### src/rtl/soldier_move_controller_if.sv
`default_nettype none
// +--------------------------------------------------------------------+
// | soldier_move_controller_if                                         |
// | Frame/direction inputs, eraser/drawer handshakes, sprite position. |
// | Revision: 1.0                                                      |
// +--------------------------------------------------------------------+
interface soldier_move_controller_if;
  logic       frame_tick;
  logic       move_left;
  logic       move_right;
  logic       move_up;
  logic       move_down;
  logic       erase_go;
  logic       erase_done;
  logic       draw_go;
  logic       draw_done;
  logic [8:0] x_pos;
  logic [7:0] y_pos;
  logic       busy;
  logic       err;

  modport master (
    input  frame_tick, move_left, move_right, move_up, move_down,
    input  erase_done, draw_done,
    output erase_go, draw_go, x_pos, y_pos, busy, err
  );

  modport slave (
    output frame_tick, move_left, move_right, move_up, move_down,
    output erase_done, draw_done,
    input  erase_go, draw_go, x_pos, y_pos, busy, err
  );
endinterface
`default_nettype wire

### src/rtl/soldier_move_controller.sv
`default_nettype none
// +--------------------------------------------------------------------+
// | soldier_move_controller                                            |
// | Per-frame sprite position update with erase-then-draw sequencing.  |
// | Revision: 1.0                                                      |
// +--------------------------------------------------------------------+
module soldier_move_controller #(
  parameter int X_INIT  = 0,
  parameter int Y_INIT  = 207,
  parameter int X_MAX   = 288,
  parameter int Y_MAX   = 207,
  parameter int STEP    = 4,
  parameter int TIMEOUT = 4095
) (
  input  wire logic                 clk,
  input  wire logic                 reset_n,
  soldier_move_controller_if.master bus
);

  localparam logic [2:0] S_INIT_REQ   = 3'd0;
  localparam logic [2:0] S_INIT_WAIT  = 3'd1;
  localparam logic [2:0] S_IDLE       = 3'd2;
  localparam logic [2:0] S_ERASE_REQ  = 3'd3;
  localparam logic [2:0] S_ERASE_WAIT = 3'd4;
  localparam logic [2:0] S_DRAW_REQ   = 3'd5;
  localparam logic [2:0] S_DRAW_WAIT  = 3'd6;

  localparam int CW = $clog2(TIMEOUT + 1);
  localparam logic [CW-1:0]     c_cnt_last = CW'(TIMEOUT - 1);
  localparam logic signed [9:0] c_step     = 10'(STEP);
  localparam logic signed [9:0] c_x_max    = 10'(X_MAX);
  localparam logic signed [9:0] c_y_max    = 10'(Y_MAX);

  logic [2:0]      r_state, w_next;
  logic [CW-1:0]   r_cnt;
  logic [8:0]      r_x, w_nx;
  logic [7:0]      r_y, w_ny;
  logic            r_erase_go, r_draw_go, r_busy, r_err;
  logic signed [9:0] w_dx, w_dy, w_cx, w_cy;
  logic            w_move, w_expired, w_in_wait, w_done_match, w_abort;
  logic            w_erase_go, w_draw_go;

  // Candidate position: opposing requests cancel, results clamp to the screen.
  always_comb begin
    w_dx = '0;
    w_dy = '0;
    if (bus.move_left && !bus.move_right)      w_dx = -c_step;
    else if (bus.move_right && !bus.move_left) w_dx = c_step;
    if (bus.move_up && !bus.move_down)         w_dy = -c_step;
    else if (bus.move_down && !bus.move_up)    w_dy = c_step;
    w_cx = $signed({1'b0, r_x}) + w_dx;
    w_cy = $signed({2'b00, r_y}) + w_dy;
    if (w_cx[9])              w_nx = '0;
    else if (w_cx > c_x_max)  w_nx = c_x_max[8:0];
    else                      w_nx = w_cx[8:0];
    if (w_cy[9])              w_ny = '0;
    else if (w_cy > c_y_max)  w_ny = c_y_max[7:0];
    else                      w_ny = w_cy[7:0];
    w_move = (w_nx != r_x) || (w_ny != r_y);
  end

  assign w_expired = (r_cnt == c_cnt_last);

  always_ff @(posedge clk or negedge reset_n) begin
    if (!reset_n) r_state <= S_INIT_REQ;
    else          r_state <= w_next;
  end

  always_comb begin
    w_next = r_state;
    case (r_state)
      S_INIT_REQ:   w_next = S_INIT_WAIT;
      S_INIT_WAIT:  if (bus.draw_done || w_expired) w_next = S_IDLE;
      S_IDLE:       if (bus.frame_tick && w_move) w_next = S_ERASE_REQ;
      S_ERASE_REQ:  w_next = S_ERASE_WAIT;
      S_ERASE_WAIT: if (bus.erase_done) w_next = S_DRAW_REQ;
                    else if (w_expired) w_next = S_IDLE;
      S_DRAW_REQ:   w_next = S_DRAW_WAIT;
      S_DRAW_WAIT:  if (bus.draw_done || w_expired) w_next = S_IDLE;
      default:      w_next = S_IDLE;
    endcase
  end

  always_comb begin
    w_erase_go   = (r_state == S_ERASE_REQ);
    w_draw_go    = (r_state == S_INIT_REQ) || (r_state == S_DRAW_REQ);
    w_in_wait    = 1'b0;
    w_done_match = 1'b0;
    case (r_state)
      S_INIT_WAIT, S_DRAW_WAIT: begin
        w_in_wait    = 1'b1;
        w_done_match = bus.draw_done;
      end
      S_ERASE_WAIT: begin
        w_in_wait    = 1'b1;
        w_done_match = bus.erase_done;
      end
      default: ;
    endcase
    w_abort = w_in_wait && !w_done_match && w_expired;
  end

  // Counter restarts on every state change, so each wait state begins at zero.
  always_ff @(posedge clk or negedge reset_n) begin
    if (!reset_n) begin
      r_x        <= 9'(X_INIT);
      r_y        <= 8'(Y_INIT);
      r_erase_go <= 1'b0;
      r_draw_go  <= 1'b0;
      r_busy     <= 1'b1;
      r_err      <= 1'b0;
      r_cnt      <= '0;
    end else begin
      r_erase_go <= w_erase_go;
      r_draw_go  <= w_draw_go;
      r_busy     <= (w_next != S_IDLE);
      if (w_abort) r_err <= 1'b1;
      if (w_next != r_state) r_cnt <= '0;
      else if (w_in_wait)    r_cnt <= r_cnt + 1'b1;
      if (r_state == S_IDLE && bus.frame_tick && w_move) begin
        r_x <= w_nx;
        r_y <= w_ny;
      end
    end
  end

  assign bus.erase_go = r_erase_go;
  assign bus.draw_go  = r_draw_go;
  assign bus.x_pos    = r_x;
  assign bus.y_pos    = r_y;
  assign bus.busy     = r_busy;
  assign bus.err      = r_err;

endmodule
`default_nettype wire

### src/flat_wrapper.sv
// flat-port wrapper written by rule: the top's interface ports become plain ports
module soldier_move_controller_flat 
#(
  parameter int X_INIT  = 0,
  parameter int Y_INIT  = 207,
  parameter int X_MAX   = 288,
  parameter int Y_MAX   = 207,
  parameter int STEP    = 4,
  parameter int TIMEOUT = 4095
)
  (clk, reset_n, bus_frame_tick, bus_move_left, bus_move_right, bus_move_up, bus_move_down, bus_erase_done, bus_draw_done, bus_erase_go, bus_draw_go, bus_x_pos, bus_y_pos, bus_busy, bus_err);
  soldier_move_controller_if bus_i ();
  input  wire logic clk;
  input  wire logic reset_n;
  input wire logic [$bits(bus_i.frame_tick)-1:0] bus_frame_tick;
  input wire logic [$bits(bus_i.move_left)-1:0] bus_move_left;
  input wire logic [$bits(bus_i.move_right)-1:0] bus_move_right;
  input wire logic [$bits(bus_i.move_up)-1:0] bus_move_up;
  input wire logic [$bits(bus_i.move_down)-1:0] bus_move_down;
  input wire logic [$bits(bus_i.erase_done)-1:0] bus_erase_done;
  input wire logic [$bits(bus_i.draw_done)-1:0] bus_draw_done;
  output wire logic [$bits(bus_i.erase_go)-1:0] bus_erase_go;
  output wire logic [$bits(bus_i.draw_go)-1:0] bus_draw_go;
  output wire logic [$bits(bus_i.x_pos)-1:0] bus_x_pos;
  output wire logic [$bits(bus_i.y_pos)-1:0] bus_y_pos;
  output wire logic [$bits(bus_i.busy)-1:0] bus_busy;
  output wire logic [$bits(bus_i.err)-1:0] bus_err;
  assign bus_i.frame_tick = bus_frame_tick;
  assign bus_i.move_left = bus_move_left;
  assign bus_i.move_right = bus_move_right;
  assign bus_i.move_up = bus_move_up;
  assign bus_i.move_down = bus_move_down;
  assign bus_i.erase_done = bus_erase_done;
  assign bus_i.draw_done = bus_draw_done;
  assign bus_erase_go = bus_i.erase_go;
  assign bus_draw_go = bus_i.draw_go;
  assign bus_x_pos = bus_i.x_pos;
  assign bus_y_pos = bus_i.y_pos;
  assign bus_busy = bus_i.busy;
  assign bus_err = bus_i.err;
  soldier_move_controller #(.X_INIT(X_INIT), .Y_INIT(Y_INIT), .X_MAX(X_MAX), .Y_MAX(Y_MAX), .STEP(STEP), .TIMEOUT(TIMEOUT)) u_core (.clk(clk), .reset_n(reset_n), .bus(bus_i));
endmodule
### config.mk
export PLATFORM = sky130hd
export DESIGN_NAME = soldier_move_controller_flat
export DESIGN_NICKNAME = d
export VERILOG_FILES = /design/src/rtl/soldier_move_controller_if.sv /design/src/rtl/soldier_move_controller.sv /design/src/flat_wrapper.sv
export SDC_FILE = /design/constraint.sdc
export NUM_CORES = 1
export LEC_CHECK = 0
export ABC_AREA = 1
export BUFFER_PORTS_ARGS = -buffer_cell sky130_fd_sc_hd__clkbuf_2
export CELL_PAD_IN_SITES_DETAIL_PLACEMENT = 1
export CELL_PAD_IN_SITES_GLOBAL_PLACEMENT = 2
export CORE_UTILIZATION = 36
export CTS_CLUSTER_SIZE = 10
export DETAILED_ROUTE_END_ITERATION = 10
export PLACE_DENSITY_LB_ADDON = 0.25
export SYNTH_ARGS = -nofsm -noshare
export SYNTH_HDL_FRONTEND = slang
export SYNTH_SLANG_ARGS = --single-unit
### constraint.sdc
create_clock -name clk -period 4.51 [get_ports clk]
set_input_delay 0.2255 -clock clk [delete_from_list [all_inputs] [get_ports clk]]
set_output_delay 0.2255 -clock clk [all_outputs]
set_load 0.05 [all_outputs]
Yosys cells after proc, flatten, opt, wreduce, memory -nomap -nowiden:

Index checks and enable logic that the tools add are counted.

* register bits after elaboration: 36
* input bits: 9
* output and inout bits: 21

* mux-type cells: 17
* magnitude comparators: 2
* add/subtract/negate cells: 3
* reduce and logical (&&, ||, !) cells: 21
* equal/unequal tests: 11

Operator list (number)
* 2-to-1 mux 12 bit: 2
* 2-to-1 mux 10 bit: 2
* 2-to-1 mux 3 bit: 6
* 2-to-1 mux 9 bit: 2
* case mux 3 bit (6 select lines): 1
* 2-to-1 mux 8 bit: 2
* adder 12 x 1 -> 12 bit (second input constant): 1
* == test 12 bit (second input constant): 1
* adder 10 bit: 1
* adder 9 x 10 -> 10 bit: 1
* > comparator 10 bit (second input constant): 1
* > comparator 10 x 9 -> 1 bit (second input constant): 1
* == test 3 bit (second input constant): 3
* logical AND 1 bit: 9
* inequality test 9 bit: 1
* inequality test 8 bit: 1
* == test 3 x 2 -> 1 bit (second input constant): 2
* zero test 1 bit: 5
* == test 3 x 1 -> 1 bit (second input constant): 1
* zero test 3 bit: 1
* logical OR 1 bit: 3
* inequality test 3 x 2 -> 1 bit (second input constant): 1
* inequality test 3 bit: 1
* OR reduction 3 bit: 1
* 4 further kinds: 4

Depth between registers and ports, before layout:

Gate-level depths: netlist of run 1.

* depth after elaboration: 15
* mapped depth: 31
* depth with buffers taken out: 29

Worst setup path after synthesis of run 1:

OpenSTA, ideal clock, no wires.

* path kind: register -> register
* start point: register u_core.r_x[3], in the netlist u_core.bus.x_pos[3]
* end point: register u_core.r_cnt[1]
* stages on the path, launching flop included: 25
* arrival time: 2.811 ns
* setup slack: 1.631 ns
* library setup time: 0.068 ns
* buffers on the path: 1
* cell sequence: dfrtp_1 -> nand2_1 -> inv_1 -> nor2_1 -> ha_1 -> nor3_1 -> nand3_1 -> nand3_1 -> nand2_1 -> inv_1 -> nand2_1 -> nand2_4 -> nand3_2 -> nand2_1 -> nand2_1 -> nor2_1 -> nand2_1 -> nor2_2 -> nand2_2 -> nand2_4 -> nand2_4 -> nand2_4 -> nand2_4 -> buf_12 -> nor2_4

* longest elaborated chain between the ends: 11
* elaborated cells between the ends (all ways): 12
* classes of those cells: 1 x add/sub; 1 x order compare; 2 x eq/ne; 5 x mux; 3 x reduce/logical

RTL lines
* start: declaration: RTL line soldier_move_controller.sv:36 `logic [8:0] r_x, w_nx;`
* start signal: assignment: RTL line soldier_move_controller.sv:106 `r_x <= 9'(X_INIT);`
* start signal: assignment: RTL line soldier_move_controller.sv:121 `r_x <= w_nx;`
* adder 10 bit: RTL line soldier_move_controller.sv:51 `w_cx = $signed({1'b0, r_x}) + w_dx;`
* > comparator 10 bit: RTL line soldier_move_controller.sv:54 `else if (w_cx > c_x_max) w_nx = c_x_max[8:0];`
* 2-to-1 mux 9 bit: RTL line soldier_move_controller.sv:54
* 2-to-1 mux 9 bit: RTL line soldier_move_controller.sv:53 `if (w_cx[9]) w_nx = '0;`
* inequality test 9 bit *: RTL line soldier_move_controller.sv:59 `w_move = (w_nx != r_x) || (w_ny != r_y);`
* logical OR 1 bit *: RTL line soldier_move_controller.sv:59
* logical AND 1 bit *: RTL line soldier_move_controller.sv:74 `S_IDLE: if (bus.frame_tick && w_move) w_next = S_ERASE_REQ;`
* 2-to-1 mux 3 bit *: RTL line soldier_move_controller.sv:74
* case mux 3 bit (6 select lines) *: RTL line soldier_move_controller.sv:71 `case (r_state)`
* named net u_core.w_next[0]: RTL line soldier_move_controller.sv:34 `logic [2:0] r_state, w_next;`
* inequality test 3 bit *: RTL line soldier_move_controller.sv:118 `if (w_next != r_state) r_cnt <= '0;`
* 2-to-1 mux 12 bit / nonzero test 2 bit (equally long branches)
* end signal: assignment: RTL line soldier_move_controller.sv:119 `else if (w_in_wait) r_cnt <= r_cnt + 1'b1;`
* end: declaration: RTL line soldier_move_controller.sv:35 `logic [CW-1:0] r_cnt;`

Mark *: on every way through the listed nets, which the timed path passes. The rest lies on a longest branch.
A chain may end at the register's enable or synchronous reset.

Final worst setup path of run 1:

* start point: input bus_move_right
* end point: register u_core.r_cnt[8]

* longest elaborated chain between the ends: 14
* elaborated cells between the ends (all ways): 17
* classes of those cells: 1 x add/sub; 1 x order compare; 2 x eq/ne; 7 x mux; 6 x reduce/logical

RTL lines
* start: declaration: RTL line flat_wrapper.sv:17 `input wire logic [$bits(bus_i.move_right)-1:0] bus_move_right;`
* logical AND 1 bit / zero test 1 bit (equally long branches): RTL line soldier_move_controller.sv:48, soldier_move_controller.sv:47
* 2-to-1 mux 3 bit / logical AND 1 bit (equally long branches): RTL line soldier_move_controller.sv:48, soldier_move_controller.sv:47
* 2-to-1 mux 10 bit *: RTL line soldier_move_controller.sv:47 `if (bus.move_left && !bus.move_right) w_dx = -c_step;`
* adder 10 bit *: RTL line soldier_move_controller.sv:51
* > comparator 10 bit: RTL line soldier_move_controller.sv:54
* 2-to-1 mux 9 bit: RTL line soldier_move_controller.sv:54
* 2-to-1 mux 9 bit *: RTL line soldier_move_controller.sv:53
* inequality test 9 bit *: RTL line soldier_move_controller.sv:59
* logical OR 1 bit *: RTL line soldier_move_controller.sv:59
* logical AND 1 bit *: RTL line soldier_move_controller.sv:74
* 2-to-1 mux 3 bit *: RTL line soldier_move_controller.sv:74
* case mux 3 bit (6 select lines) *: RTL line soldier_move_controller.sv:71
* named net u_core.w_next[0]: RTL line soldier_move_controller.sv:34
* inequality test 3 bit *: RTL line soldier_move_controller.sv:118
* 2-to-1 mux 12 bit / nonzero test 2 bit (equally long branches)

Marked as above.

==> results of run 1 <==
[how the worst max path moves through the flow]
| stage | startpoint | endpoint | slack, ns | cells past startpoint |
|---|---|---|---|---|
| after floorplan | u_core.bus.x_pos[3]$_DFFE_PN0P_ | u_core.r_cnt[1]$_DFFE_PN0P_ | 1.63 | 24 |
| after global placement | bus_move_right | u_core.r_cnt[7]$_DFFE_PN0P_ | 0.81 | 26 |
| after detailed placement | bus_move_right | u_core.r_cnt[7]$_DFFE_PN0P_ | 0.70 | 26 |
| after CTS | bus_move_right | u_core.r_cnt[8]$_DFFE_PN0P_ | 1.00 | 28 |
| after global routing | bus_move_right | u_core.r_cnt[7]$_DFFE_PN0P_ | 0.64 | 28 |
| final | bus_move_right | u_core.r_cnt[8]$_DFFE_PN0P_ | 1.03 | 26 |
[cell families after synthesis]
family | count (synthesis) | synth area share [%]
and+or+nand+nor | 282 | 44.8
xor gates and xnor gates | 12 | 3.43
AOI/OAI and AO/OA | 37 | 7.23
adders and majority gates | 10 | 4.08
DFF | 36 | 29.7
buffers and inverters | 75 | 10.7
[state kept, by name, indices dropped and copies added, names as in the netlist]
signal,flops
u_core.r_cnt,12
u_core.bus.y_pos,8
u_core.bus.err,1
u_core.r_state,3
u_core.bus.erase_go,1
u_core.bus.x_pos,9
u_core.bus.draw_go,1
u_core.bus.busy,1
[power by group through the flow]
stage | combinational, mW | clock, mW | sequential [mW]
2_1_floorplan | 0.998 | 0 | 0.815
3_3_place_gp | 1.49 | 0 | 0.579
3_5_place_dp | 1.50 | 0 | 0.582
4_1_cts | 1.50 | 0.290 | 0.577
5_1_grt | 1.66 | 0.301 | 0.595
6_report | 1.48 | 0.279 | 0.574
[final cells by class]
type | instances | share of cell area (%)
flip-flops and latches | 36 | 26.9
multi-input cells | 341 | 54.0
inverters | 68 | 7.64
repair buffers | 29 | 4.30
well taps | 105 | 3.89
clock buffers | 6 | 2.15
clock inverters | 2 | 1.04
[cells in the final DEF (no fill, tap or decap), types with 2 or more instances in the layout]
cell type,instances
a21oi_1,6
clkbuf_2,29
clkbuf_8,5
dfrtp_1,29
dfstp_2,7
ha_1,10
inv_1,60
inv_2,7
nand2_1,149
nand2_2,15
nand2_4,6
nand3_1,35
nand3_2,5
nand3b_1,2
nand4_1,7
nor2_1,33
nor2_2,7
nor2_4,13
nor3_1,7
o21ai_0,9
o21ai_1,10
o21ai_2,4
o22ai_1,2
xnor2_1,4
xor2_1,8
[per-stage QoR]
stage          util (%)  hold slack (ns)  power (mW)  setup WS (ns)
6_report           41.1           0.0705        2.33           1.03
3_3_place_gp       39.8            0.415        2.07          0.813
5_1_grt            41.1            0.134        2.56          0.639
2_1_floorplan         -          -0.0701        1.81           1.63
3_5_place_dp       39.8            0.416        2.08          0.701
4_1_cts            41.1           0.0919        2.37           1.00
[routing by layer]
layer / part of all wire [%] / wire length [um] / up-vias
met5: 0 / 0 / -
met4: 1.3 / 97 / 0
met3: 1.5 / 111 / 7
met2: 48 / 3460 / 19
met1: 49 / 3550 / 1323
li1: - / - / 1467
[worst max-delay path: cells and delay by family]
kind	cells	cell delay (ns)
and+or+nand+nor	19	2.22
adders and majority gates	2	0.84
buffers and inverters	4	0.29
AOI/OAI and AO/OA	1	0.11
==> key figures, run 1 <==
Outcome
  – Run status: completed

Die
  – Rows: 33
  – Core area: 8220 um^2
  – Num ports: 30
  – Die height: 94.2 um
  – Initial Util: 37.3%
  – DIE WIDTH: 94.2 um
  – Die Footprint: 8880 um^2

Power
  – Sw Ratio: 56.4%
  – Clock Power Share: 12.0%
  – Power per cell area: 691 nW/um^2
  – Flop pwr share: 24.6%
  – Peak supply drop: 0.000327 V
  – Net Sw Power: 1.32 mW
  – Combinational power share: 63.4%
  – Leak Pwr: 1.77 nW
  – Pint: 1.02 mW

Clocking
  – PostCTS Resize Cnt: 0
  – Root buf cell: clkbuf_8
  – Post-CTS Setup Inserts: 0
  – CTS tree: done
  – Cts bufs inserted: 5
  – Worst-path clk slew: 0.07 ns
  – Maximum clock path buffer count: 2
  – Hold Buf Count CTS: 0
  – H-tree Lvls: 2
  – Clock latency on the worst-skew pair: 0.29 ns
  – Clk sinks: 36

Timing
  – RSZ-0062 raised after global routing: no
  – Fin crit share: 77.2%
  – Max-slew headroom: 37.9%
  – Post-Route Skew: 0.00897 ns
  – Worst-Margin Slew: 0.932 ns
  – Max Fclk: 287 MHz
  – Max Slew Vio Count: 0
  – Fin. Hold Viols: 0
  – Clock period minus worst slack: 3.48 ns
  – Final setup viols: 0
  – Sum Neg Setup Slack: 0 ns

Final layout
  – Ant. Diodes: 0
  – Design Area, Final: 3380 um^2
  – Layout cells sized above 1: 21.2%
  – Final net count: 500
  – Area of the multi-input gates: 1820 um^2
  – Sequential cell area: 910 um^2
  – Layout Area Growth over Synthesis: 10.2%
  – Non-Filler Instances: 587
  – Fill count: 1098

Global routing
  – Largest net degree at the start of global routing: 37
  – GR Layer Usage met2: 30.9%
  – Global route overflow: 0
  – GR Util met1: 24.2%
  – Vias in the first global route: 2875
  – First-pass GRT wire length: 12800 um
  – GR Util All Layers: 18.1%
  – Met3 Resource Use GR: 2.18%
  – Grt peak-use layer: met2
  – Antenna violations before repair: 0

Place
  – GP Congestion: 0.794
  – Dpl cells: 579
  – Port buffer count: 29
  – Placed Area: 3270 um^2
  – Dpl hpwl: 5880 um

Setup path
  – R2R depth: 23
  – CP Capture Type: register
  – Critical path's largest stage delay: 0.50 ns
  – Worst R2R Start: u_core.bus.x_pos[3]$_DFFE_PN0P_
  – Data required, critical path: 4.72 ns
  – R2R setup slack: 1.15 ns
  – Crit path arrival time: 3.69 ns
  – Slowest cell on the critical path: ha_1
  – Crit-path max FO: 30
  – RR Endpoint: u_core.r_cnt[8]$_DFFE_PN0P_
  – CP Class: in2reg
  – Startpoint Class: input pin

Drt
  – Drt initial violations: 64
  – DRT Pass-1 Iters: 4
  – DR vias/cell: 4.80
  – Via Count: 2816
  – Drt drc: 0
  – Routed len/inst: 12.3 um
  – Detailed Route WL: 7220 um
  – Post-route ant nets: 0

Synthesis
  – Most common cell in the netlist: nand2_1
  – Syn_nets: 471
  – Post-synthesis register bit count: 36
  – Post-Syn Instances: 452
  – Count of cell types in the netlist: 37
  – Area leader, netlist: dfrtp_1
  – Synth Cell Area: 3060 um^2
  – Synth top cells by count: nand2_1 (149), inv_1 (60), nand3_1 (35), nor2_1 (33), dfrtp_1 (29)
  – Mapped Avg Cell Area: 6.78 um^2
  – Synth Warn #: 0
  – Dominant synthesized flop cell: dfrtp_1
  – Post-synth top area share: 23.7%
  – EDFF count, synth: 0
  – Synth async-reset ratio: 100%
  – Sequential-to-total area share from yosys stat: 29.7%
  – Ranking of synthesized cells by area: dfrtp_1 (24%), nand2_1 (18%), inv_1 (7.4%)

Run
  – Max cap viols: 0

Worst hold path
  – Worst Hold Class: in2async
Power figures use the tool's default switching activity.
==> inputs of run 2 (changes only) <==
Settings changed: ABC_AREA 1 to 0, CORE_UTILIZATION 36 to 33.
Clock period 4.51 ns to 2.8 ns, I/O delays scaled along.
==> key figures, run 2 <==
Outcome
  – Run status: finished, violations left
  – Failing checks: negative hold slack, negative setup slack

Timing
  – Max Fclk: 278 MHz
  – Fin. Hold Viols: 14
  – Worst setup margin: -0.791 ns
  – RSZ-0062 raised after global routing: yes
  – Final setup viols: 28
  – Max Slew Vio Count: 0
  – Fin crit share: 128%
  – Clock period minus worst slack: 3.59 ns
  – Worst-Margin Slew: 0.987 ns
  – Max-slew headroom: 34.2%
  – Sum Neg Setup Slack: -17.97 ns
  – Post-Route Skew: 0.0151 ns
  – Min Hold Slack: -0.0220 ns

Final layout
  – Largest register by flop count: u_core.r_cnt
  – Max reg flops: 12
  – Layout cells sized above 1: 46.2%
  – Design Area, Final: 5100 um^2
  – Final net count: 572
  – Layout Area Growth over Synthesis: 49.5%
  – Most frequent cells in the layout: buf_4 (117), nor2_1 (39), nand2_1 (36)
  – Ant. Diodes: 0
  – Final core utilization: 51.5%
  – Commonest non-fill, non-tap cell in the layout: buf_4

Power
  – Overall power: 5.99 mW
  – Power per cell area: 1170 nW/um^2
  – Flop pwr share: 16.0%
  – Net Sw Power: 2.99 mW
  – Peak supply drop: 0.000730 V
  – Clock Power Share: 6.6%
  – Combinational power share: 77.3%
  – Pint: 3.01 mW
  – Leak Pwr: 2.21 nW
  – Sw Ratio: 49.9%

Drt
  – Detailed Route WL: 12200 um
  – Post-route ant nets: 0
  – Via Count: 3784
  – DR vias/cell: 5.51
  – Routed len/inst: 17.8 um
  – Drt drc: 0
  – Drt initial violations: 126
  – DRT Pass-1 Iters: 4

Synthesis
  – Largest family of logic cells by synthesized area: simple AND/OR/NAND/NOR gates
  – Complex-gate fraction of the synthesized area: 25.4%
  – Post-Syn Instances: 419
  – Post-synth top area share: 21.3%
  – Mux cell area share after synthesis: 3.67%
  – Synth Cell Area: 3410 um^2
  – Synth top cells by count: nor2_1 (40), nand2_1 (37), dfrtp_1 (29), inv_1 (21), a21oi_1 (20)
  – Post-synthesis register bit count: 36
  – Synth Area in Simple Gates: 29.4%
  – Xor/xnor share of the synthesized area: 4.84%
  – Ranking of synthesized cells by area: dfrtp_1 (21%), dfstp_2 (5.4%), nor2_1 (4.4%)
  – Sequential-to-total area share from yosys stat: 26.6%
  – Dominant synthesized flop cell: dfrtp_1
  – Most common cell in the netlist: nor2_1
  – Mapped Avg Cell Area: 8.15 um^2
  – Count of cell types in the netlist: 79
  – Synth async-reset ratio: 100%
  – Area leader, netlist: dfrtp_1
  – Syn_nets: 438
  – Synth Warn #: 0
  – EDFF count, synth: 0
  – Post-synthesis adder-cell area fraction: 3.67%

Setup path
  – R2R setup slack: -0.79 ns
  – Startpoint Class: register
  – Critical-path cell list: xor2_2, ha_2, and4b_2, a2111oi_4, xor2_2, o211ai_1, nand3_2, and3b_2, nor3_1, and4b_2, or4b_4, a211oi_2
  – CP Capture Type: register
  – CP bufs+invs: 0
  – CP Class: reg2reg
  – R2R depth: 12
  – Crit-path max FO: 5
  – Crit path arrival time: 3.82 ns
  – Worst R2R Start: u_core.bus.y_pos[3]$_DFFE_PN1P_
  – Data required, critical path: 3.03 ns
  – Critical path's largest stage delay: 0.63 ns
  – RR Endpoint: u_core.r_cnt[10]$_DFFE_PN0P_
  – Slowest cell on the critical path: dfstp_4
  – CP top delay family: simple AND/OR/NAND/NOR gates

Die
  – Initial Util: 34.4%
  – Die Footprint: 10800 um^2
  – Rows: 36
  – Num ports: 30
  – Die height: 104 um
  – DIE WIDTH: 104 um
  – Core area: 9910 um^2

Global routing
  – Grt peak-use layer: met2
  – First-pass GRT wire length: 20300 um
  – Met3 Resource Use GR: 2.14%
  – Global route overflow: 0
  – Vias in the first global route: 4061
  – GR Util All Layers: 23.5%
  – Largest net degree at the start of global routing: 37
  – GR Util met1: 30.2%
  – Antenna violations before repair: 0
  – GR Layer Usage met2: 41.6%

Clocking
  – H-tree Lvls: 2
  – Clk sinks: 36
  – Root buf cell: clkbuf_8
  – Hold Buf Count CTS: 0
  – Clock latency on the worst-skew pair: 0.30 ns
  – Maximum clock path buffer count: 2
  – Cts bufs inserted: 5
  – Worst-path clk slew: 0.08 ns
  – CTS tree: done

Run
  – Max cap viols: 0

Worst hold path
  – Worst Hold Class: in2async

Place
  – GP Congestion: 0.848
  – Dpl hpwl: 9090 um
  – Placed Area: 4550 um^2
  – Port buffer count: 29
## run 2: cell count changes in the layout (fill, tap and decap cells not counted), moves of 8 or more
cell | before | now
nor2_4 | 13 | 0
nand3_1 | 35 | 16
o21ai_1 | 10 | 0
nand2_1 | 149 | 36
buf_4 | 0 | 117
nand2b_1 | 0 | 9
inv_1 | 60 | 20
nand2_2 | 15 | 2
mux2i_1 | 0 | 8
a21oi_1 | 6 | 15
## run 2: power groups by stage
| stage | Clock (mW) | Sequential (mW) | Combinational [mW] |
|---|---|---|---|
| global route | 0.431 | 0.986 | 4.97 |
| finish | 0.398 | 0.961 | 4.63 |
| CTS | 0.410 | 0.943 | 4.40 |
| global placement | 0 | 0.935 | 3.97 |
| detailed placement | 0 | 0.945 | 4.06 |
| floorplan | 0 | 1.23 | 2.07 |
## run 2: kinds of logic (layout without fill, tap and decap cells)
logic type,after synthesis,after routing
buffers and inverters,49,184
AO/OA/AOI/OAI,112,112
adder cells (fa/ha/maj),10,10
flip-flops,36,36
AND/OR/NAND/NOR,183,183
XOR/XNOR,18,18
multiplexers,11,11
## run 2: how the worst max path moves through the flow
| stage | cells past startpoint | to | startpoint |
|---|---|---|---|
| 6_report | 12 | u_core.r_cnt[10]$_DFFE_PN0P_ | u_core.bus.y_pos[3]$_DFFE_PN1P_ |
| 5_1_grt | 12 | u_core.r_cnt[10]$_DFFE_PN0P_ | u_core.bus.y_pos[3]$_DFFE_PN1P_ |
| 4_1_cts | 12 | u_core.bus.busy$_DFF_PN1_ | u_core.bus.y_pos[3]$_DFFE_PN1P_ |
| 3_5_place_dp | 17 | u_core.r_cnt[10]$_DFFE_PN0P_ | bus_move_right |
| 3_3_place_gp | 18 | u_core.r_cnt[10]$_DFFE_PN0P_ | bus_move_down |
| 2_1_floorplan | 14 | u_core.r_cnt[10]$_DFFE_PN0P_ | u_core.bus.x_pos[3]$_DFFE_PN0P_ |
## run 2: final cells by class
| class | count | area [um^2] |
|---|---|---|
| clock buffers | 8 | 90.1 |
| fillers | 1193 | 4810 |
| inverters | 21 | 78.8 |
| multi-input cells | 334 | 2710 |
| flip-flops and latches | 36 | 916 |
| well taps | 133 | 166 |
| repair buffers | 155 | 1150 |
## run 2: per-stage QoR
| stage | instances | hold WS [ns] | worst slack (ns) |
|---|---|---|---|
| 3_5_place_dp | 669 | 0.335 | -1.06 |
| 2_1_floorplan | 419 | -0.156 | -1.06 |
| 6_report | 687 | -0.0220 | -0.791 |
| 4_1_cts | 685 | 0.00885 | -0.780 |
| 5_1_grt | 687 | 0.0447 | -0.943 |
| 3_3_place_gp | 669 | 0.325 | -0.996 |
## run 2: layer usage
layer / vias to the layer above / part of all wire, %
met5: - / 0
met4: 0 / 1.6
met3: 16 / 1.8
met2: 38 / 51
met1: 1899 / 45
li1: 1831 / -
## run 2: timing repair
item / CTS / global route
cloned: 2 / 0
resized for setup: 53 / 31
setup buffers: 6 / 5
setup endpoints to repair: 28 / 29
pin swaps: 27 / 15
## run 2: worst reg2reg max path, delay by kind of cell (launching register included)
| family | cells | cell delay [ns] |
|---|---|---|
| AND/OR/NAND/NOR | 6 | 1.50 |
| AO/OA/AOI/OAI | 3 | 0.82 |
| flip-flops | 1 | 0.63 |
| XOR/XNOR | 2 | 0.34 |
| adder cells (fa/ha/maj) | 1 | 0.22 |
